<file path="src/rtl/traffic_monitor.sv">
// traffic_monitor: passive checker for the two-road lamp interface.
// Ports: clk, rst (sync, active-high); a/b lamp codes in;
//   locked, phase, err_code/err_conflict/err_seq/err_time (sticky),
//   err_pulse (per-error strobe), cycle_cnt (completed cycles) out.
module traffic_monitor #(
  parameter int unsigned GREEN_CYC  = 5,
  parameter int unsigned YELLOW_CYC = 1,
  parameter int unsigned ALLRED_CYC = 1
) (
  input  logic       clk,
  input  logic       rst,
  input  logic [2:0] a,
  input  logic [2:0] b,
  output logic       locked,
  output logic [2:0] phase,
  output logic       err_code,
  output logic       err_conflict,
  output logic       err_seq,
  output logic       err_time,
  output logic       err_pulse,
  output logic [7:0] cycle_cnt
);

  localparam logic [2:0] LAMP_G = 3'b001;
  localparam logic [2:0] LAMP_Y = 3'b010;
  localparam logic [2:0] LAMP_R = 3'b100;

  localparam logic [2:0] PH0     = 3'd0;
  localparam logic [2:0] PH1     = 3'd1;
  localparam logic [2:0] PH2     = 3'd2;
  localparam logic [2:0] PH3     = 3'd3;
  localparam logic [2:0] PH4     = 3'd4;
  localparam logic [2:0] PH5     = 3'd5;
  localparam logic [2:0] PH_NONE = 3'd7;

  // Observed lamp-pair class; P2 and P5 share OBS_AR.
  localparam logic [2:0] OBS_P0  = 3'd0;
  localparam logic [2:0] OBS_P1  = 3'd1;
  localparam logic [2:0] OBS_AR  = 3'd2;
  localparam logic [2:0] OBS_P3  = 3'd3;
  localparam logic [2:0] OBS_P4  = 3'd4;
  localparam logic [2:0] OBS_BAD = 3'd7;

  localparam logic [7:0] DUR_G = GREEN_CYC[7:0];
  localparam logic [7:0] DUR_Y = YELLOW_CYC[7:0];
  localparam logic [7:0] DUR_R = ALLRED_CYC[7:0];

  logic       locked_q, locked_d;
  logic [2:0] exp_q, exp_d;
  logic [7:0] dwell_q, dwell_d;
  logic [2:0] phase_q, phase_d;
  logic       prev_ar_q, prev_ar_d;
  logic       e_code_q, e_code_d;
  logic       e_conf_q, e_conf_d;
  logic       e_seq_q, e_seq_d;
  logic       e_time_q, e_time_d;
  logic       pulse_q, pulse_d;
  logic [7:0] cnt_q, cnt_d;

  logic       code_bad;
  logic       conflict;
  logic [2:0] obs;
  logic [2:0] nxt;
  logic [7:0] dur;
  logic [7:0] dwell_inc;
  logic       fits;
  logic       match_exp;
  logic       match_nxt;
  logic       new_err;

  function automatic logic lamp_ok(input logic [2:0] x);
    return (x == LAMP_G) || (x == LAMP_Y) || (x == LAMP_R);
  endfunction

  function automatic logic [2:0] ph_obs(input logic [2:0] ph);
    logic [2:0] o;
    o = OBS_BAD;
    case (ph)
      PH0:     o = OBS_P0;
      PH1:     o = OBS_P1;
      PH2:     o = OBS_AR;
      PH3:     o = OBS_P3;
      PH4:     o = OBS_P4;
      PH5:     o = OBS_AR;
      default: o = OBS_BAD;
    endcase
    return o;
  endfunction

  assign code_bad = !lamp_ok(a) || !lamp_ok(b);
  assign conflict = (a != LAMP_R) && (b != LAMP_R);

  always_comb begin
    obs = OBS_BAD;
    unique case (1'b1)
      (a == LAMP_G) && (b == LAMP_R): obs = OBS_P0;
      (a == LAMP_Y) && (b == LAMP_R): obs = OBS_P1;
      (a == LAMP_R) && (b == LAMP_R): obs = OBS_AR;
      (a == LAMP_R) && (b == LAMP_G): obs = OBS_P3;
      (a == LAMP_R) && (b == LAMP_Y): obs = OBS_P4;
      default:                        obs = OBS_BAD;
    endcase
  end

  always_comb begin
    dur = DUR_R;
    unique case (1'b1)
      (exp_q == PH0) || (exp_q == PH3): dur = DUR_G;
      (exp_q == PH1) || (exp_q == PH4): dur = DUR_Y;
      default:                          dur = DUR_R;
    endcase
  end

  assign nxt       = (exp_q == PH5) ? PH0 : exp_q + 3'd1;
  assign dwell_inc = (dwell_q == 8'hFF) ? dwell_q : dwell_q + 8'd1;
  assign fits      = ({1'b0, dwell_q} + 9'd1) <= {1'b0, dur};
  assign match_exp = (obs != OBS_BAD) && (obs == ph_obs(exp_q));
  assign match_nxt = (obs != OBS_BAD) && (obs == ph_obs(nxt));

  always_comb begin
    locked_d  = locked_q;
    exp_d     = exp_q;
    dwell_d   = dwell_q;
    phase_d   = phase_q;
    e_code_d  = e_code_q;
    e_conf_d  = e_conf_q;
    e_seq_d   = e_seq_q;
    e_time_d  = e_time_q;
    cnt_d     = cnt_q;
    pulse_d   = 1'b0;
    new_err   = 1'b0;
    prev_ar_d = (obs == OBS_AR);

    if (code_bad) begin
      e_code_d = 1'b1;
      new_err  = 1'b1;
    end else if (conflict) begin
      e_conf_d = 1'b1;
      new_err  = 1'b1;
    end else if (locked_q) begin
      // All-red while E is P2/P5 lands here first, so it never
      // reads as an early jump to the following phase.
      if (match_exp) begin
        if (fits) begin
          dwell_d = dwell_inc;
        end else begin
          e_time_d = 1'b1;
          new_err  = 1'b1;
        end
      end else if (match_nxt) begin
        if (dwell_q == dur) begin
          exp_d   = nxt;
          dwell_d = 8'd1;
          phase_d = nxt;
          if (exp_q == PH5) begin
            cnt_d = cnt_q + 8'd1;
          end
        end else begin
          e_time_d = 1'b1;
          new_err  = 1'b1;
        end
      end else begin
        e_seq_d = 1'b1;
        new_err = 1'b1;
      end
    end else if ((obs == OBS_P0) && prev_ar_q) begin
      locked_d = 1'b1;
      exp_d    = PH0;
      dwell_d  = 8'd1;
      phase_d  = PH0;
    end

    if (new_err) begin
      pulse_d = 1'b1;
      if (locked_q) begin
        locked_d = 1'b0;
        phase_d  = PH_NONE;
        dwell_d  = 8'd0;
      end
    end
  end

  always_ff @(posedge clk) begin
    if (rst) begin
      locked_q  <= 1'b1;
      exp_q     <= PH0;
      dwell_q   <= 8'd0;
      phase_q   <= PH0;
      prev_ar_q <= 1'b0;
      e_code_q  <= 1'b0;
      e_conf_q  <= 1'b0;
      e_seq_q   <= 1'b0;
      e_time_q  <= 1'b0;
      pulse_q   <= 1'b0;
      cnt_q     <= 8'd0;
    end else begin
      locked_q  <= locked_d;
      exp_q     <= exp_d;
      dwell_q   <= dwell_d;
      phase_q   <= phase_d;
      prev_ar_q <= prev_ar_d;
      e_code_q  <= e_code_d;
      e_conf_q  <= e_conf_d;
      e_seq_q   <= e_seq_d;
      e_time_q  <= e_time_d;
      pulse_q   <= pulse_d;
      cnt_q     <= cnt_d;
    end
  end

  assign locked       = locked_q;
  assign phase        = phase_q;
  assign err_code     = e_code_q;
  assign err_conflict = e_conf_q;
  assign err_seq      = e_seq_q;
  assign err_time     = e_time_q;
  assign err_pulse    = pulse_q;
  assign cycle_cnt    = cnt_q;

endmodule
</file>
<file path="config.mk">
export PLATFORM = sky130hd
export DESIGN_NAME = traffic_monitor
export DESIGN_NICKNAME = d
export VERILOG_FILES = /design/src/rtl/traffic_monitor.sv
export SDC_FILE = /design/constraint.sdc
export NUM_CORES = 1
export LEC_CHECK = 0
export CORE_MARGIN = 3
export CORE_UTILIZATION = 59
export DETAILED_ROUTE_END_ITERATION = 8
export PLACE_DENSITY = 0.84
export SLEW_MARGIN = 10
export SYNTH_ARGS = -nofsm -noshare
export SYNTH_HDL_FRONTEND = slang
export SYNTH_SLANG_ARGS = --single-unit
</file>
<file path="constraint.sdc">
create_clock -name clk -period 5.55 [get_ports clk]
set_input_delay 0.8325 -clock clk [delete_from_list [all_inputs] [get_ports clk]]
set_output_delay 0.8325 -clock clk [all_outputs]
set_load 0.01 [all_outputs]
</file>
==> impl_metrics.env, run 1 <==
export IMPL_status="complete, no violations"
export IMPL_num_vias=1850
export IMPL_antenna_left=0
export IMPL_grt_max_degree=18
export IMPL_die_h_um=63.6
export IMPL_cts_buffer_depth=2
export IMPL_async_reset_ff_share_pct=0
export IMPL_clkTransAtPathRegs_ns=0.08
export IMPL_pre_cts_slack_ns=1.61
export IMPL_synth_most_common_cell="dfxtp_1"
export IMPL_rsz0062_at_grt="false"
export IMPL_setup_ws_ns=1.94
export IMPL_synth_area_um2=1960
export IMPL_n_antenna_cell=0
export IMPL_antenna_found_initial=0
export IMPL_synth_commonest_cells="dfxtp_1, nor2_1, o21ai_0"
export IMPL_period_minus_slack_ns=3.61
export IMPL_rows=20
export IMPL_tightestPinTransition_ns=0.722
export IMPL_worstSkewPairLatency_ns=0.33
export IMPL_min_from="dwell_q[5]$_SDFF_PP0_"
export IMPL_crit_top_cell="nor4_1"
export IMPL_pwr_share_seq_pct=55.6
export IMPL_fin_worst_skew_ns=0.00686
export IMPL_switching_share_pct=26.3
export IMPL_postCtsResizedCells=0
export IMPL_slowest_delay_ns=0.73
export IMPL_port_buffers=24
export IMPL_drv_cap=0
export IMPL_combinationalPowerShare_pct=13.4
export IMPL_max_freq_ghz=0.277
export IMPL_r2r_start="exp_q[2]$_SDFFE_PP0P_"
export IMPL_nets=275
export IMPL_cts_tree="built"
export IMPL_postSynthAreaPerCell_um2=8.05
export IMPL_synth_cell_types=63
export IMPL_clock_sinks=29
export IMPL_crit_path_start_kind="primary input"
export IMPL_crit_type="primary input to register"
export IMPL_power_switching_w=0.000102
export IMPL_crit_start="b[1]"
export IMPL_grt_pass1_vias=1743
export IMPL_cts_setup_buffers=0
export IMPL_drive_above_1_share_pct=7.63
export IMPL_drc_errors=0
export IMPL_first_iter_violations=197
export IMPL_cts_buffers=5
export IMPL_synth_top_area_cell="dfxtp_1"
export IMPL_worstPathRequired_ns=5.74
export IMPL_finalHoldViolCount=0
export IMPL_ir_worst_vdd_uv=160
export IMPL_cp_max_fo=17
export IMPL_synth_ff_type="dfxtp_1"
export IMPL_area_delta_synth_final_pct=14.3
export IMPL_p_leak_nw=0.797
export IMPL_core_area_um2=3100
export IMPL_netlist_area_leader_share_pct=29.7
export IMPL_post_drt_wl_per_cell_um=14.8
export IMPL_setup_viol=0
export IMPL_p_clk_share_pct=31.0
export IMPL_initial_core_util_pct=63.1
export IMPL_synth_seq_cells=29
export IMPL_hold_buffers=0
export IMPL_dieArea_um2=4040
export IMPL_chipWidth_um=63.6
export IMPL_yosysSeqAreaShare_pct=29.7
export IMPL_synthTopCellsByArea="dfxtp_1, nor2_1, o21ai_0"
export IMPL_dr_pass1_iters=4
export IMPL_final_core_util_pct=72.1
export IMPL_synth_edff_count=0
export IMPL_grtUsageTotal_pct=23.6
export IMPL_pin_count=25
export IMPL_ctsHtreeMaxLevel=2
export IMPL_synth_nets=257
export IMPL_gp_congestion=0.911
export IMPL_worst_path_max_delay_cell="clkdlybuf4s50_1"
export IMPL_dpl_hpwl_um=3310
export IMPL_grt_ovfl_total=0
export IMPL_cts_root_buf="clkbuf_4"
export IMPL_ys_warn_count=0
export IMPL_fill_cells=273
export IMPL_hp_class="register to register"
export IMPL_slew_headroom_pct=51.2
export IMPL_crit_chain="clkdlybuf4s50_1 -> nor4_1 -> nor2_1 -> nor4_1 -> o31ai_4 -> and4_1 -> o21ai_4 -> nor3_1"
export IMPL_drt_wl_total_um=4520
export IMPL_p_int_w=0.000286
export IMPL_slew_violations=0
export IMPL_routed_via_density=6.05
export IMPL_p_per_area_nw_per_um2=174
export IMPL_finalCritPeriodShare_pct=65.1
export IMPL_fin_setup_tns_ns=0
export IMPL_grt_first_pass_wirelength_um=7690
export IMPL_cp_arrival_ns=3.81
export IMPL_critPathCaptureType="register"
export IMPL_netlist_instances=243
registers in the layout (all words and copies together) (netlist names):
register / count
err_seq: 1
phase: 3
cycle_cnt: 8
err_time: 1
dwell_q: 8
locked: 1
err_conflict: 1
err_code: 1
exp_q: 3
prev_ar_q: 1
err_pulse: 1
layout by cell type (no fill, tap or decap), drive strengths merged, types with 3 or more instances in the layout:
cell / instances
dfxtp: 29
o21a: 4
and2: 3
nand3: 8
a31oi: 3
inv: 8
ha: 6
o211ai: 3
nor2: 28
nand2: 11
a211oi: 4
or4: 3
clkdlybuf4s50: 24
xnor2: 5
or3: 8
nand4: 5
o21ai: 22
mux2i: 4
clkbuf: 8
o31ai: 4
a21oi: 16
nor4: 4
nand2b: 11
nor3: 8
per-stage QoR:
| stage | total power (W) | instance area, um2 | std cells | hold slack (ns) |
|---|---|---|---|---|
| global placement | 0.000272 | 2190 | 298 | 0.437 |
| global route | 0.000402 | 2240 | 306 | 0.496 |
| floorplan | 0.000251 | 1960 | 243 | 0.423 |
| finish | 0.000388 | 2240 | 306 | 0.458 |
| CTS | 0.000390 | 2240 | 306 | 0.459 |
| detailed placement | 0.000272 | 2190 | 298 | 0.446 |
worst max-delay path, delay by kind of cell:
kind,cells,cell delay [ns]
AND/OR/NAND/NOR,5,1.77
AO/OA/AOI/OAI,2,0.46
buffers and inverters,1,0.73
power by group through the flow:
stage | logic, W | clock network [W] | registers, W
after floorplan | 0.0000300 | 0 | 0.000221
after global placement | 0.0000510 | 0 | 0.000221
after detailed placement | 0.0000511 | 0 | 0.000221
after CTS | 0.0000519 | 0.000122 | 0.000216
after global routing | 0.0000567 | 0.000129 | 0.000217
final | 0.0000520 | 0.000120 | 0.000216
final timing paths:
kind	to	depth (start not counted)	slack, ns
hold reg to reg	dwell_q[5]$_SDFF_PP0_	2	0.46
hold / removal	dwell_q[5]$_SDFF_PP0_	2	0.46
setup / recovery	dwell_q[3]$_SDFF_PP0_	8	1.94
setup reg to reg	phase[0]$_SDFF_PP0_	9	2.16
layout make-up:
| type | count | area (um2) | area share (%) |
|---|---|---|---|
| multi-input combinational | 193 | 1280 | 57.3 |
| clock buffer | 8 | 48.8 | 2.18 |
| inverter | 8 | 30.0 | 1.34 |
| sequential | 29 | 581 | 26.0 |
| timing repair buffer | 24 | 240 | 10.7 |
| tap | 44 | 55.1 | 2.46 |
cell families after synthesis:
group	after synthesis	synth area share (%)
adder cells (fa/ha/maj)	6	3.84
XOR/XNOR	6	2.69
flip-flops	29	29.7
multiplexers	4	2.05
AND/OR/NAND/NOR	103	30.2
AO/OA/AOI/OAI	74	26.8
buffers and inverters	21	4.80
routing by layer:
layer | global-route usage (%) | part of all wire (%)
met1 | 29.4 | 45
met2 | 39.2 | 48
met3 | 4.46 | 5.3
met4 | 10.8 | 1.6
met5 | 0 | 0
Power figures use the tool's default switching activity.
==> run 2: changes to the inputs <==
Settings changed: CORE_UTILIZATION 59 to 55, PLACE_DENSITY 0.84 to 0.79.
Clock period 5.55 ns to 3.6 ns, I/O delays scaled along.
==> run 2 against run 1 <==
Against the previous run: first-iteration DRC count decreased by 25%; sequential share of layout area decreased by 1.0 points; critical endpoint is now cycle_cnt[4]$_SDFFE_PP0P_; clock skew increased by 0.0028 ns; via count increased by 3.2%; global-route usage decreased by 2.2 points; routed wire length decreased by 4.9%.
==> impl_metrics.env, run 2 (synthesized netlist as in run 1, its figures left out) <==
export IMPL_ir_worst_vdd_uv=203
export IMPL_fin_worst_skew_ns=0.00964
export IMPL_drt_wl_total_um=4290
export IMPL_fin_setup_tns_ns=0
export IMPL_grt_max_degree=17
export IMPL_setup_viol=0
export IMPL_first_iter_violations=148
export IMPL_dpl_hpwl_um=3200
export IMPL_postCtsResizedCells=0
export IMPL_crit_type="register to register"
export IMPL_cp_buffers_inverters=1
export IMPL_clkTransAtPathRegs_ns=0.09
export IMPL_path_delay_family="simple AND/OR/NAND/NOR gates"
export IMPL_num_vias=1909
export IMPL_cts_buffer_depth=2
export IMPL_final_core_util_pct=68.7
export IMPL_p_leak_nw=0.858
export IMPL_chipWidth_um=65.7
export IMPL_grt_first_pass_wirelength_um=7330
export IMPL_rsz0062_at_grt="false"
export IMPL_gp_congestion=0.875
export IMPL_slowest_delay_ns=0.65
export IMPL_period_minus_slack_ns=3.17
export IMPL_worstSkewPairLatency_ns=0.33
export IMPL_cts_tree="built"
export IMPL_worstPathRequired_ns=3.86
export IMPL_setup_ws_ns=0.426
export IMPL_crit_chain="nand2_1 -> inv_1 -> ha_1 -> or4b_2 -> o21ai_0 -> xnor2_1 -> o2111a_1 -> nand4_4 -> or3_1 -> a21oi_1"
export IMPL_crit_start="exp_q[1]$_SDFFE_PP0P_"
export IMPL_p_per_area_nw_per_um2=274
export IMPL_pin_count=25
export IMPL_routed_via_density=6.02
export IMPL_antenna_found_initial=0
export IMPL_nets=284
export IMPL_slew_headroom_pct=59.0
export IMPL_final_common_cell="dfxtp_1"
export IMPL_hp_class="register to register"
export IMPL_rows=21
export IMPL_ctsHtreeMaxLevel=2
export IMPL_core_area_um2=3390
export IMPL_grtUsageTotal_pct=21.5
export IMPL_post_drt_wl_per_cell_um=13.5
export IMPL_drive_above_1_share_pct=11.8
export IMPL_dr_pass1_iters=4
export IMPL_n_antenna_cell=0
export IMPL_fill_cells=273
export IMPL_r2r_end="cycle_cnt[4]$_SDFFE_PP0P_"
export IMPL_status="complete, no violations"
export IMPL_cts_buffers=5
export IMPL_worst_path_max_delay_cell="or4b_2"
export IMPL_die_h_um=65.7
export IMPL_cts_root_buf="clkbuf_4"
export IMPL_area_delta_synth_final_pct=19.0
export IMPL_cp_max_fo=14
export IMPL_grt_pass1_vias=1671
export IMPL_antenna_left=0
export IMPL_final_cell_mix="dfxtp_1, nor2_1, clkdlybuf4s50_1"
export IMPL_tightestPinTransition_ns=0.607
export IMPL_dieArea_um2=4310
export IMPL_crit_path_start_kind="register"
export IMPL_pre_cts_slack_ns=0.165
export IMPL_finalCritPeriodShare_pct=88.2
export IMPL_slew_violations=0
export IMPL_r2r_start="exp_q[1]$_SDFFE_PP0P_"
export IMPL_grt_ovfl_total=0
export IMPL_crit_end="cycle_cnt[4]$_SDFFE_PP0P_"
export IMPL_initial_core_util_pct=57.7
export IMPL_max_freq_ghz=0.315
export IMPL_reg2reg_depth=10
export IMPL_drv_cap=0
export IMPL_clock_sinks=29
export IMPL_port_buffers=24
export IMPL_cts_setup_buffers=0
export IMPL_crit_cells=10
export IMPL_hold_buffers=0
export IMPL_drc_errors=0
export IMPL_cp_arrival_ns=3.43
export IMPL_rrSetupSlack_ns=0.43
export IMPL_critPathCaptureType="register"
export IMPL_finalHoldViolCount=0
run 2: cell count changes in the layout (fill, tap and decap cells not counted), sizes merged:
cell    previous run  this run
clkbuf             8         7
buf                0         9
clkinv             0         1
run 2: through the flow:
stage | cells | total power [W] | hold WS [ns] | area [um2]
floorplan | 243 | 0.000387 | 0.423 | 1960
global placement | 309 | 0.000421 | 0.437 | 2260
detailed placement | 309 | 0.000422 | 0.440 | 2260
CTS | 317 | 0.000642 | 0.456 | 2330
global route | 317 | 0.000664 | 0.483 | 2330
finish | 317 | 0.000638 | 0.456 | 2330
run 2: area by class of cell:
type | instances | area [um2] | share of cell area (%)
Clock buffer | 7 | 65.1 | 2.79
Clock inverter | 1 | 5.00 | 0.215
Inverter | 8 | 30.0 | 1.29
Multi-Input combinational cell | 193 | 1280 | 55.1
Sequential cell | 29 | 581 | 24.9
Tap cell | 46 | 57.6 | 2.47
Timing Repair Buffer | 33 | 308 | 13.2
run 2: routing by layer:
layer,wire length (um),vias to the layer above,GRT usage (%)
li1,-,964,-
met4,53,0,8.03
met1,2080,876,30.0
met3,220,8,4.96
met5,0,-,0
met2,1940,61,31.8
run 2: worst reg2reg max path, delay by kind of cell, from the launching register on:
| kind | cells | cell delay, ns |
|---|---|---|
| buffers and inverters | 1 | 0.08 |
| AOI/OAI and AO/OA | 3 | 0.56 |
| DFF | 1 | 0.53 |
| adders and majority gates | 1 | 0.31 |
| xor gates and xnor gates | 1 | 0.18 |
| and+or+nand+nor | 4 | 1.44 |
run 2: worst min-delay path by stage:
stage	startpoint	end	slack, ns	depth (start not counted)
floorplan	dwell_q[4]$_SDFF_PP0_	dwell_q[4]$_SDFF_PP0_	0.42	2
global placement	dwell_q[5]$_SDFF_PP0_	dwell_q[5]$_SDFF_PP0_	0.44	2
detailed placement	dwell_q[4]$_SDFF_PP0_	dwell_q[4]$_SDFF_PP0_	0.44	2
CTS	dwell_q[4]$_SDFF_PP0_	dwell_q[4]$_SDFF_PP0_	0.46	2
global route	dwell_q[7]$_SDFF_PP0_	dwell_q[7]$_SDFF_PP0_	0.48	2
finish	dwell_q[4]$_SDFF_PP0_	dwell_q[4]$_SDFF_PP0_	0.46	2
run 2: power by group:
group          internal [W]  switching [W]  leakage (nW)  total (W)
sequential         0.000327     0.00000554         0.236   0.000333
clock              0.000113       0.000111        0.0413   0.000224
combinational     0.0000389      0.0000430         0.581  0.0000819
==> run 3: changes to the inputs <==
Settings changed: GPL_TIMING_DRIVEN set to 1, MAX_ROUTING_LAYER set to met4, REMOVE_ABC_BUFFERS set to 1.
==> run 3 against run 2 <==
Against the previous run: power is essentially flat; first-iteration DRC count shrank 41%; final area increased by 0.32%; die area unchanged; combinational power rose by 1%; count of clock-buffer cells in the layout unchanged; global-route usage rose by 1.2 points; routed wire length fell by 0.26%; clock skew shrank 0.0027 ns; clock power hardly changed; non-clock buffer count up 1; critical path type unchanged; largest cell class unchanged; largest power group unchanged.
==> impl_metrics.env, run 3 (synthesized netlist as in run 1, its figures left out) <==
export IMPL_finalHoldViolCount=0
export IMPL_cp_max_fo=12
export IMPL_place_inst=310
export IMPL_ctsHtreeMaxLevel=2
export IMPL_hold_buffers=0
export IMPL_regArea_um2=581
export IMPL_nets=285
export IMPL_crit_type="register to register"
export IMPL_gp_congestion=0.883
export IMPL_finalCritPeriodShare_pct=87.8
export IMPL_tightestPinTransition_ns=0.616
export IMPL_rsz0062_at_grt="false"
export IMPL_area_delta_synth_final_pct=19.4
export IMPL_initial_core_util_pct=57.7
export IMPL_hp_class="register to register"
export IMPL_postCtsResizedCells=0
export IMPL_dpl_hpwl_um=3240
export IMPL_cp_arrival_ns=3.39
export IMPL_die_h_um=65.7
export IMPL_grt_first_pass_wirelength_um=7500
export IMPL_p_int_w=0.000480
export IMPL_final_cell_mix="dfxtp_1, nor2_1, clkdlybuf4s50_1"
export IMPL_p_leak_nw=0.863
export IMPL_power_switching_w=0.000159
export IMPL_post_drt_wl_per_cell_um=13.5
export IMPL_n_antenna_cell=0
export IMPL_fin_worst_skew_ns=0.00691
export IMPL_first_iter_violations=88
export IMPL_grtUsageTotal_pct=22.6
export IMPL_worstPathRequired_ns=3.83
export IMPL_cts_tree="built"
export IMPL_port_buffers=24
export IMPL_period_minus_slack_ns=3.16
export IMPL_antenna_left=0
export IMPL_cts_setup_buffers=0
export IMPL_status="complete, no violations"
export IMPL_final_common_cell="dfxtp_1"
export IMPL_grt_max_degree=17
export IMPL_drv_cap=0
export IMPL_worstSkewPairLatency_ns=0.33
export IMPL_ir_worst_vdd_uv=212
export IMPL_fin_setup_tns_ns=0
export IMPL_max_freq_ghz=0.316
export IMPL_combinationalPowerShare_pct=13.0
export IMPL_fill_cells=276
export IMPL_dr_pass1_iters=4
export IMPL_drc_errors=0
export IMPL_critPathCaptureType="register"
export IMPL_drive_above_1_share_pct=12.1
export IMPL_drt_wl_total_um=4280
export IMPL_setup_viol=0
export IMPL_dpl_instance_area_um2=2270
export IMPL_cts_root_buf="clkbuf_4"
export IMPL_final_cells=318
export IMPL_crit_path_start_kind="register"
export IMPL_p_clk_share_pct=35.0
export IMPL_p_per_area_nw_per_um2=273
export IMPL_cts_buffers=5
export IMPL_design_area_um2=2340
export IMPL_grt_ovfl_total=0
export IMPL_grt_pass1_vias=1679
export IMPL_rows=21
export IMPL_multi_input_area_um2=1280
export IMPL_pwr_share_seq_pct=52.0
export IMPL_slew_headroom_pct=58.6
export IMPL_switching_share_pct=24.8
export IMPL_clock_sinks=29
export IMPL_pin_count=25
export IMPL_final_core_util_pct=68.9
export IMPL_routed_via_density=5.77
export IMPL_antenna_found_initial=0
export IMPL_core_area_um2=3390
export IMPL_clkTransAtPathRegs_ns=0.09
export IMPL_chipWidth_um=65.7
export IMPL_slew_violations=0
export IMPL_dieArea_um2=4310
export IMPL_whs_ns=0.460
export IMPL_num_vias=1835
export IMPL_cts_buffer_depth=2
## run 3: changes by cell type in the layout (fill, tap and decap cells not counted), sizes merged
cell	previous run	this run
buf	9	10
## run 3: power by group through the flow
stage | clock (W) | combinational (W) | sequential [W]
final | 0.000223 | 0.0000831 | 0.000332
after global routing | 0.000248 | 0.0000915 | 0.000333
after CTS | 0.000231 | 0.0000831 | 0.000332
after detailed placement | 0 | 0.0000826 | 0.000340
after global placement | 0 | 0.0000822 | 0.000340
after floorplan | 0 | 0.0000384 | 0.000342
## run 3: layer usage
metal / vias to the layer above / routed length [um] / global-route usage [%]
met3: 6 / 148 / 6.67
met2: 30 / 1980 / 35.9
met4: 0 / 43 / 4.66
met5: - / 0 / -
li1: 960 / - / -
met1: 839 / 2120 / 28.6
## run 3: final timing paths
kind	startpoint	end	slack [ns]	cells after the start
hold reg to reg	dwell_q[5]$_SDFF_PP0_	dwell_q[5]$_SDFF_PP0_	0.46	2
setup / recovery	exp_q[2]$_SDFFE_PP0P_	dwell_q[0]$_SDFF_PP0_	0.44	9
hold / removal	dwell_q[5]$_SDFF_PP0_	dwell_q[5]$_SDFF_PP0_	0.46	2
setup reg to reg	exp_q[2]$_SDFFE_PP0P_	dwell_q[0]$_SDFF_PP0_	0.44	9
## run 3: metrics by stage
step	worst slack, ns	power (W)
after floorplan	0.703	0.000381
after global placement	0.193	0.000422
after detailed placement	0.124	0.000422
after CTS	0.431	0.000647
after global routing	0.194	0.000673
final	0.438	0.000639
## run 3: cell type report
type                            instances  share of cell area, %
Multi-Input combinational cell        193                   54.9
Sequential cell                        29                   24.9
Timing Repair Buffer                   34                   13.5
Clock buffer                            7                   2.79
Tap cell                               46                   2.46
Inverter                                8                   1.29
Clock inverter                          1                  0.214
## run 3: critical path: stages, from the launching register on
cell	delay [ns]
dfxtp_1	0.61
inv_1	0.20
ha_1	0.34
or4b_2	0.62
o21ai_0	0.12
xnor2_1	0.17
o211a_1	0.24
and4_1	0.37
o21ai_4	0.12
a211oi_1	0.27
